File: src/rtl/aes_reg_bank_if.sv
// Bus bundle for aes_reg_bank: software register port plus AES core handshake.
// master = software/core side, slave = the register bank.
interface aes_reg_bank_if #(
    parameter int DATA_W = 32,
    parameter int ADDR_W = 4
);
    logic                  WE;
    logic                  RE;
    logic [ADDR_W-1:0]     ADDR;
    logic [DATA_W/8-1:0]   BE;
    logic [DATA_W-1:0]     WDATA;
    logic [DATA_W-1:0]     RDATA;
    logic                  RVALID;
    logic                  HW_DONE;
    logic [4*DATA_W-1:0]   HW_DEC;
    logic [4*DATA_W-1:0]   AES_KEY;
    logic [4*DATA_W-1:0]   AES_MSG_EN;
    logic                  START_PULSE;
    logic                  BUSY;
    logic                  IRQ;

    modport master (
        output WE, RE, ADDR, BE, WDATA, HW_DONE, HW_DEC,
        input  RDATA, RVALID, AES_KEY, AES_MSG_EN, START_PULSE, BUSY, IRQ
    );

    modport slave (
        input  WE, RE, ADDR, BE, WDATA, HW_DONE, HW_DEC,
        output RDATA, RVALID, AES_KEY, AES_MSG_EN, START_PULSE, BUSY, IRQ
    );
endinterface

File: src/rtl/aes_reg_bank.sv
// AES register bank: key/message/result registers, START/DONE handshake, registered reads.
// Optional completion interrupt compiled in with `define AES_REG_IRQ_EN.
module aes_reg_bank #(
    parameter int DATA_W   = 32,
    parameter int NUM_REGS = 16,
    parameter int ADDR_W   = $clog2(NUM_REGS)
) (
    input logic           Clk,
    input logic           Reset,
    aes_reg_bank_if.slave bus
);
    localparam int NB       = DATA_W / 8;
    localparam int NPLAIN   = NUM_REGS - 2;
    localparam int CTRL_IDX = 12;
    localparam logic [ADDR_W:0]   NUM_REGS_W = (ADDR_W+1)'(NUM_REGS);
    localparam logic [ADDR_W-1:0] START_A    = ADDR_W'(NUM_REGS - 2);
    localparam logic [ADDR_W-1:0] DONE_A     = ADDR_W'(NUM_REGS - 1);

    logic [DATA_W-1:0] regs [NPLAIN];
    logic [DATA_W-1:0] dec_word [4];
    logic              busy, done, start_pulse, irq;
    logic              sw_wr, start_req, done_clr;
    logic [DATA_W-1:0] rd_val;
    logic [DATA_W-1:0] rdata_p1;
    logic              vld_p1;

    for (genvar j = 0; j < 4; j++) begin : g_dec
        assign dec_word[j] = bus.HW_DEC[j*DATA_W +: DATA_W];
    end

    assign sw_wr     = bus.WE && ({1'b0, bus.ADDR} < NUM_REGS_W);
    assign start_req = sw_wr && (bus.ADDR == START_A) && bus.BE[0] && bus.WDATA[0];
    assign done_clr  = sw_wr && (bus.ADDR == DONE_A) && bus.BE[0] && bus.WDATA[0];

    // Data registers; HW_DONE result load wins over a software write to regs 8-11.
    always_ff @(posedge Clk or posedge Reset) begin
        if (Reset) begin
            for (int i = 0; i < NPLAIN; i++) regs[i] <= '0;
        end else begin
            for (int i = 0; i < NPLAIN; i++) begin
                if (bus.HW_DONE && i >= 8 && i <= 11) begin
                    regs[i] <= dec_word[2'(i - 8)];
                end else if (sw_wr && bus.ADDR == ADDR_W'(i)) begin
                    for (int b = 0; b < NB; b++) begin
                        if (bus.BE[b]) regs[i][b*8 +: 8] <= bus.WDATA[b*8 +: 8];
                    end
                end
            end
        end
    end

    // START/DONE control bits; a start request while busy is dropped.
    always_ff @(posedge Clk or posedge Reset) begin
        if (Reset) begin
            busy        <= 1'b0;
            done        <= 1'b0;
            start_pulse <= 1'b0;
        end else begin
            start_pulse <= 1'b0;
            if (bus.HW_DONE) begin
                busy <= 1'b0;
                done <= 1'b1;
            end else begin
                if (start_req && !busy) begin
                    busy        <= 1'b1;
                    start_pulse <= 1'b1;
                end
                if (done_clr) done <= 1'b0;
            end
        end
    end

`ifdef AES_REG_IRQ_EN
    always_ff @(posedge Clk or posedge Reset) begin
        if (Reset) irq <= 1'b0;
        else       irq <= done & regs[CTRL_IDX][0];
    end
`else
    assign irq = 1'b0;
`endif

    always_comb begin
        rd_val = '0;
        if (bus.ADDR == START_A) begin
            rd_val = {{(DATA_W-1){1'b0}}, busy};
        end else if (bus.ADDR == DONE_A) begin
            rd_val = {{(DATA_W-1){1'b0}}, done};
        end else begin
            for (int i = 0; i < NPLAIN; i++) begin
                if (bus.ADDR == ADDR_W'(i)) rd_val = regs[i];
            end
        end
    end

    // Stage p1: read data captured from pre-edge state; holds while no read.
    always_ff @(posedge Clk or posedge Reset) begin
        if (Reset) begin
            rdata_p1 <= '0;
            vld_p1   <= 1'b0;
        end else begin
            vld_p1 <= bus.RE;
            if (bus.RE) rdata_p1 <= rd_val;
        end
    end

    assign bus.RDATA       = rdata_p1;
    assign bus.RVALID      = vld_p1;
    assign bus.AES_KEY     = {regs[3], regs[2], regs[1], regs[0]};
    assign bus.AES_MSG_EN  = {regs[7], regs[6], regs[5], regs[4]};
    assign bus.START_PULSE = start_pulse;
    assign bus.BUSY        = busy;
    assign bus.IRQ         = irq;
endmodule

File: src/flat_wrapper.sv
// flat-port wrapper written by rule: the top's interface ports become plain ports
module aes_reg_bank_flat 
#(
    parameter int DATA_W   = 32,
    parameter int NUM_REGS = 16,
    parameter int ADDR_W   = $clog2(NUM_REGS)
)
  (Clk, Reset, bus_WE, bus_RE, bus_ADDR, bus_BE, bus_WDATA, bus_HW_DONE, bus_HW_DEC, bus_RDATA, bus_RVALID, bus_AES_KEY, bus_AES_MSG_EN, bus_START_PULSE, bus_BUSY, bus_IRQ);
  aes_reg_bank_if #(.DATA_W(DATA_W), .ADDR_W(ADDR_W)) bus_i ();
  input logic Clk;
  input logic Reset;
  input wire logic [$bits(bus_i.WE)-1:0] bus_WE;
  input wire logic [$bits(bus_i.RE)-1:0] bus_RE;
  input wire logic [$bits(bus_i.ADDR)-1:0] bus_ADDR;
  input wire logic [$bits(bus_i.BE)-1:0] bus_BE;
  input wire logic [$bits(bus_i.WDATA)-1:0] bus_WDATA;
  input wire logic [$bits(bus_i.HW_DONE)-1:0] bus_HW_DONE;
  input wire logic [$bits(bus_i.HW_DEC)-1:0] bus_HW_DEC;
  output wire logic [$bits(bus_i.RDATA)-1:0] bus_RDATA;
  output wire logic [$bits(bus_i.RVALID)-1:0] bus_RVALID;
  output wire logic [$bits(bus_i.AES_KEY)-1:0] bus_AES_KEY;
  output wire logic [$bits(bus_i.AES_MSG_EN)-1:0] bus_AES_MSG_EN;
  output wire logic [$bits(bus_i.START_PULSE)-1:0] bus_START_PULSE;
  output wire logic [$bits(bus_i.BUSY)-1:0] bus_BUSY;
  output wire logic [$bits(bus_i.IRQ)-1:0] bus_IRQ;
  assign bus_i.WE = bus_WE;
  assign bus_i.RE = bus_RE;
  assign bus_i.ADDR = bus_ADDR;
  assign bus_i.BE = bus_BE;
  assign bus_i.WDATA = bus_WDATA;
  assign bus_i.HW_DONE = bus_HW_DONE;
  assign bus_i.HW_DEC = bus_HW_DEC;
  assign bus_RDATA = bus_i.RDATA;
  assign bus_RVALID = bus_i.RVALID;
  assign bus_AES_KEY = bus_i.AES_KEY;
  assign bus_AES_MSG_EN = bus_i.AES_MSG_EN;
  assign bus_START_PULSE = bus_i.START_PULSE;
  assign bus_BUSY = bus_i.BUSY;
  assign bus_IRQ = bus_i.IRQ;
  aes_reg_bank #(.DATA_W(DATA_W), .NUM_REGS(NUM_REGS), .ADDR_W(ADDR_W)) u_core (.Clk(Clk), .Reset(Reset), .bus(bus_i));
endmodule
File: config.mk
export PLATFORM = sky130hd
export DESIGN_NAME = aes_reg_bank_flat
export DESIGN_NICKNAME = d
export VERILOG_FILES = /design/src/rtl/aes_reg_bank_if.sv /design/src/rtl/aes_reg_bank.sv /design/src/flat_wrapper.sv
export SDC_FILE = /design/constraint.sdc
export NUM_CORES = 1
export LEC_CHECK = 0
export CAP_MARGIN = 15
export CORE_MARGIN = 5
export CORE_UTILIZATION = 53
export CTS_BUF_LIST = sky130_fd_sc_hd__clkbuf_8 sky130_fd_sc_hd__clkbuf_16
export CTS_CLUSTER_DIAMETER = 40
export DETAILED_ROUTE_END_ITERATION = 16
export PLACE_DENSITY = 0.9
export REMOVE_ABC_BUFFERS = 1
export SYNTH_ARGS = -nofsm -noshare
export SYNTH_HDL_FRONTEND = slang
export SYNTH_SLANG_ARGS = --single-unit
export TNS_END_PERCENT = 100
File: constraint.sdc
create_clock -name Clk -period 20.7 [get_ports Clk]
set_clock_uncertainty 0.05 [all_clocks]
set_input_delay 5.175 -clock Clk [delete_from_list [all_inputs] [get_ports Clk]]
set_output_delay 5.175 -clock Clk [all_outputs]
set_load 0.005 [all_outputs]
==> metrics.md <==
| Metric | Value |
|---|---|
| Num ports | `465` |
| # port buffers | `399` |
| Hpwl dp | `59.6 mm` |
| Vias in the first global route | `20.5k` |
| Switching power | `a little under 900 uW` |
| Power share of the sequential group | `0.383` |
| DR DRC count | `0` |
| Synth cell types | `slightly above 70` |
| Fraction of layout cells with a size suffix above 1 | `0.276` |
| Reg area | `12100 um2` |
| Detailed Routing Iterations Pass 1 | `9` |
| Std cell rows | `80` |
| Placed cells | `about 2.8k` |
| Crit path DAT | `8950 ps` |
| Max IR drop VDD | `74.0 uV` |
| Slew @ Worst Pin | `1270 ps` |
| Final Instance Count excl. Fillers | `2979` |
| Worst-path maximum fanout | `41` |
| Post-synth EDFFs | `0` |
| Slew HR | `0.147` |
| Die Area | `around 52000 um2` |
| Sequential share of the synthesized area | `0.480` |
| Multi-input logic area | `10500 um2` |
| Avg Cell Area, Syn | `11.5 um2` |
| Crit path top cell by count | `buf_4` |
| H-tree depth | `3` |
| Grt ovf | `0` |
| P per Cell Area | `105 nW/um2` |
| CP Data Required Time | `around 21000 ps` |
| Setup TNS | `0 ps` |
| Maxcap violations | `0` |
| Pins Over Slew Limit | `0` |
| CP Cell Sequence | `buf_4 > buf_4 > buf_4 > nand2b_1 > buf_4 > nor2_1 > a21oi_2 > mux2_2` |
| Hold Buf Count CTS | `0` |
| Core Box Area | `approximately 47000 um2` |
| Slowest-stage cell, CP | `nand2b_1` |
| Clk Latency, worst-skew pair | `about 620 ps` |
| Maximum clock frequency | `117 MHz` |
| CTS Sinks | `~480` |
| Crit path kind | `in2reg` |
| WL/cell | `roughly 31 um` |
| Total wire length | `~93 mm` |
| Element type at the critical path end | `register` |
| Fillers | `3435` |
| Leakage | `0.0130 uW` |
| Die Wd | `228 um` |
| NumNets Final | `2477` |
| Final setup viols | `0` |
| Min Tclk post-route | `~8500 ps` |
| Clock tree buffer depth | `3` |
| GR Util All Layers | `0.346` |
| Flops & latches, synth | `484` |
| Die Height | `228 um` |
| Area delta synth->final | `20.5%` |
| Clk network pwr share | `0.421` |
| Final hold viol count | `0` |
| CTS Buf Count | `77` |
| Startpoint Class | `input port` |
| GP Congestion | `0.896` |
| Synth Cell Area | `25200 um2` |
| Power share of the combinational group | `0.196` |
| CTS tree | `done` |
| Type of the worst min-delay path | `reg2reg` |
| Root buffer cell | `clkbuf_16` |
| # resized after CTS | `0` |
| Switching share of power | `0.275` |
| Vias per cell | `~6.5` |
| Status | `complete, no violations` |
| Period utilization | `0.411` |
| Antenna violations before repair | `5` |
| Initial core utilization | `0.532` |
| Fraction of registers with async set/reset | `1.00` |
| Int Pwr | `2320 uW` |
| Clk slew on worst S/H paths | `50 ps` |
| Largest net degree at the start of global routing | `146` |
| Vias | `19.5k` |
| Number of diodes | `0` |
| Synthesized instance count | `about 2.2k` |
| Slowest Stage Delay on Critical Path | `roughly 730 ps` |
| Unrepaired setup endpoints after global routing | `false` |
| Setup bufs post-CTS | `0` |
| Routed Antenna Nets | `0` |
| First DRT Iteration DRCs | `2447` |
| Ys Warns | `0` |
| First-pass GRT wire length | `136 mm` |
| Synth Flop Type | `dfrtp_1` |
critical path, delay by kind of cell:
| kind | cells | cell delay [ps] |
|---|---|---|
| buffers and inverters | 4 | 1610 |
| AND/OR/NAND/NOR | 2 | 930 |
| AO/OA/AOI/OAI | 1 | 700 |
| multiplexers | 1 | 430 |
final timing paths:
check	slack (ps)	cells after the start	endpoint	start
min	440	1	u_core.done	u_core.done
max reg2reg	18800	5	u_core.bus.RDATA[6]	u_core.bus.AES_KEY[6]
min reg2reg	440	1	u_core.done	u_core.done
max	12180	8	u_core.regs[111]	bus_ADDR[2]
max in group asynchronous	12870	4	u_core.bus.AES_KEY[61]	Reset
min in group asynchronous	5130	2	u_core.regs[142]	Reset
kinds of logic after synthesis:
| group | synth area share |
|---|---|
| compound gates | 0.111 |
| mux | 0.230 |
| simple gates | 0.0739 |
| buf+inv | 0.104 |
| flops | 0.480 |
| other cells | 0.000149 |
final cells by class:
| type | count | area share |
|---|---|---|
| clock buffer | 92 | 0.0710 |
| clock inverter | 47 | 0.0183 |
| inverter | 11 | 0.00161 |
| multi-input combinational | 1296 | 0.345 |
| sequential | 484 | 0.399 |
| tap | 615 | 0.0253 |
| timing repair buffer | 434 | 0.140 |
sequential cells by signal, indices dropped and copies added, names as in the netlist:
| name | count |
|---|---|
| u_core.bus.AES_MSG_EN | 128 |
| u_core.bus.BUSY | 1 |
| u_core.bus.START_PULSE | 1 |
| u_core.bus.RVALID | 1 |
| u_core.bus.AES_KEY | 128 |
| u_core.bus.RDATA | 32 |
| u_core.regs | 192 |
| u_core.done | 1 |
metrics by stage:
step | area [um2] | hold slack (ps) | setup WS, ps | util | power, uW
final | 30400 | 441 | 12180 | 0.642 | 3200
after global routing | 30400 | 458 | 12270 | 0.642 | 3310
after CTS | 30400 | 440 | 12430 | 0.642 | 3200
after detailed placement | 27700 | 421 | 11790 | 0.584 | 1850
after global placement | 27700 | 410 | 11820 | 0.584 | 1820
after floorplan | 22600 | 399 | 1970 | - | 1460
per-layer routing:
layer / up-vias / wire length (um) / GRT usage
li1: 7881 / - / -
met1: 9856 / 34500 / 0.431
met2: 1340 / 41600 / 0.525
met3: 396 / 9850 / 0.110
met4: 10 / 6750 / 0.219
met5: - / 55 / 0.00368
layout by cell type (no fill, tap or decap), drive strengths merged, types with 3 or more instances in the layout:
master,count
dfrtp,484
clkdlybuf4s50,393
mux2,393
o21ai,150
nand2,140
mux2i,102
clkbuf,92
nor2,88
a21oi,80
buf,41
o22ai,34
a22oi,32
nor2b,24
inv,24
clkinv,23
a31oi,22
o221ai,21
a221oi,18
mux4,16
nand3,16
a211oi,14
o211ai,12
nand3b,12
and3b,11
and2,10
nand2b,9
o21a,9
o2bb2ai,9
bufinv,9
a2bb2oi,7
a22o,7
or2,7
nor3,5
or3b,5
a21o,4
nor4,4
o21bai,3
o22a,3
nor4bb,3
nand4b,3
cells in the mapped netlist (21+ instances only):
cell type	count	share of area
mux2i_1	102	0.041
o21ai_0	137	0.027
nor2_1	54	0.0080
dfrtp_1	484	0.48
o22ai_1	34	0.0084
a31oi_1	22	0.0055
a21oi_1	72	0.014
a22oi_1	32	0.0095
nor2b_1	24	0.0060
clkbuf_1	70	0.010
buf_2	40	0.0079
buf_4	271	0.081
nand2_1	137	0.020
o221ai_1	21	0.0073
mux2_2	390	0.17
power by group through the flow:
stage	clock (uW)	combinational, uW	sequential, uW
global placement	0	600	1220
finish	1350	628	1230
CTS	1350	627	1220
detailed placement	0	619	1230
floorplan	0	243	1210
global route	1400	664	1240
Power figures use the tool's default switching activity.
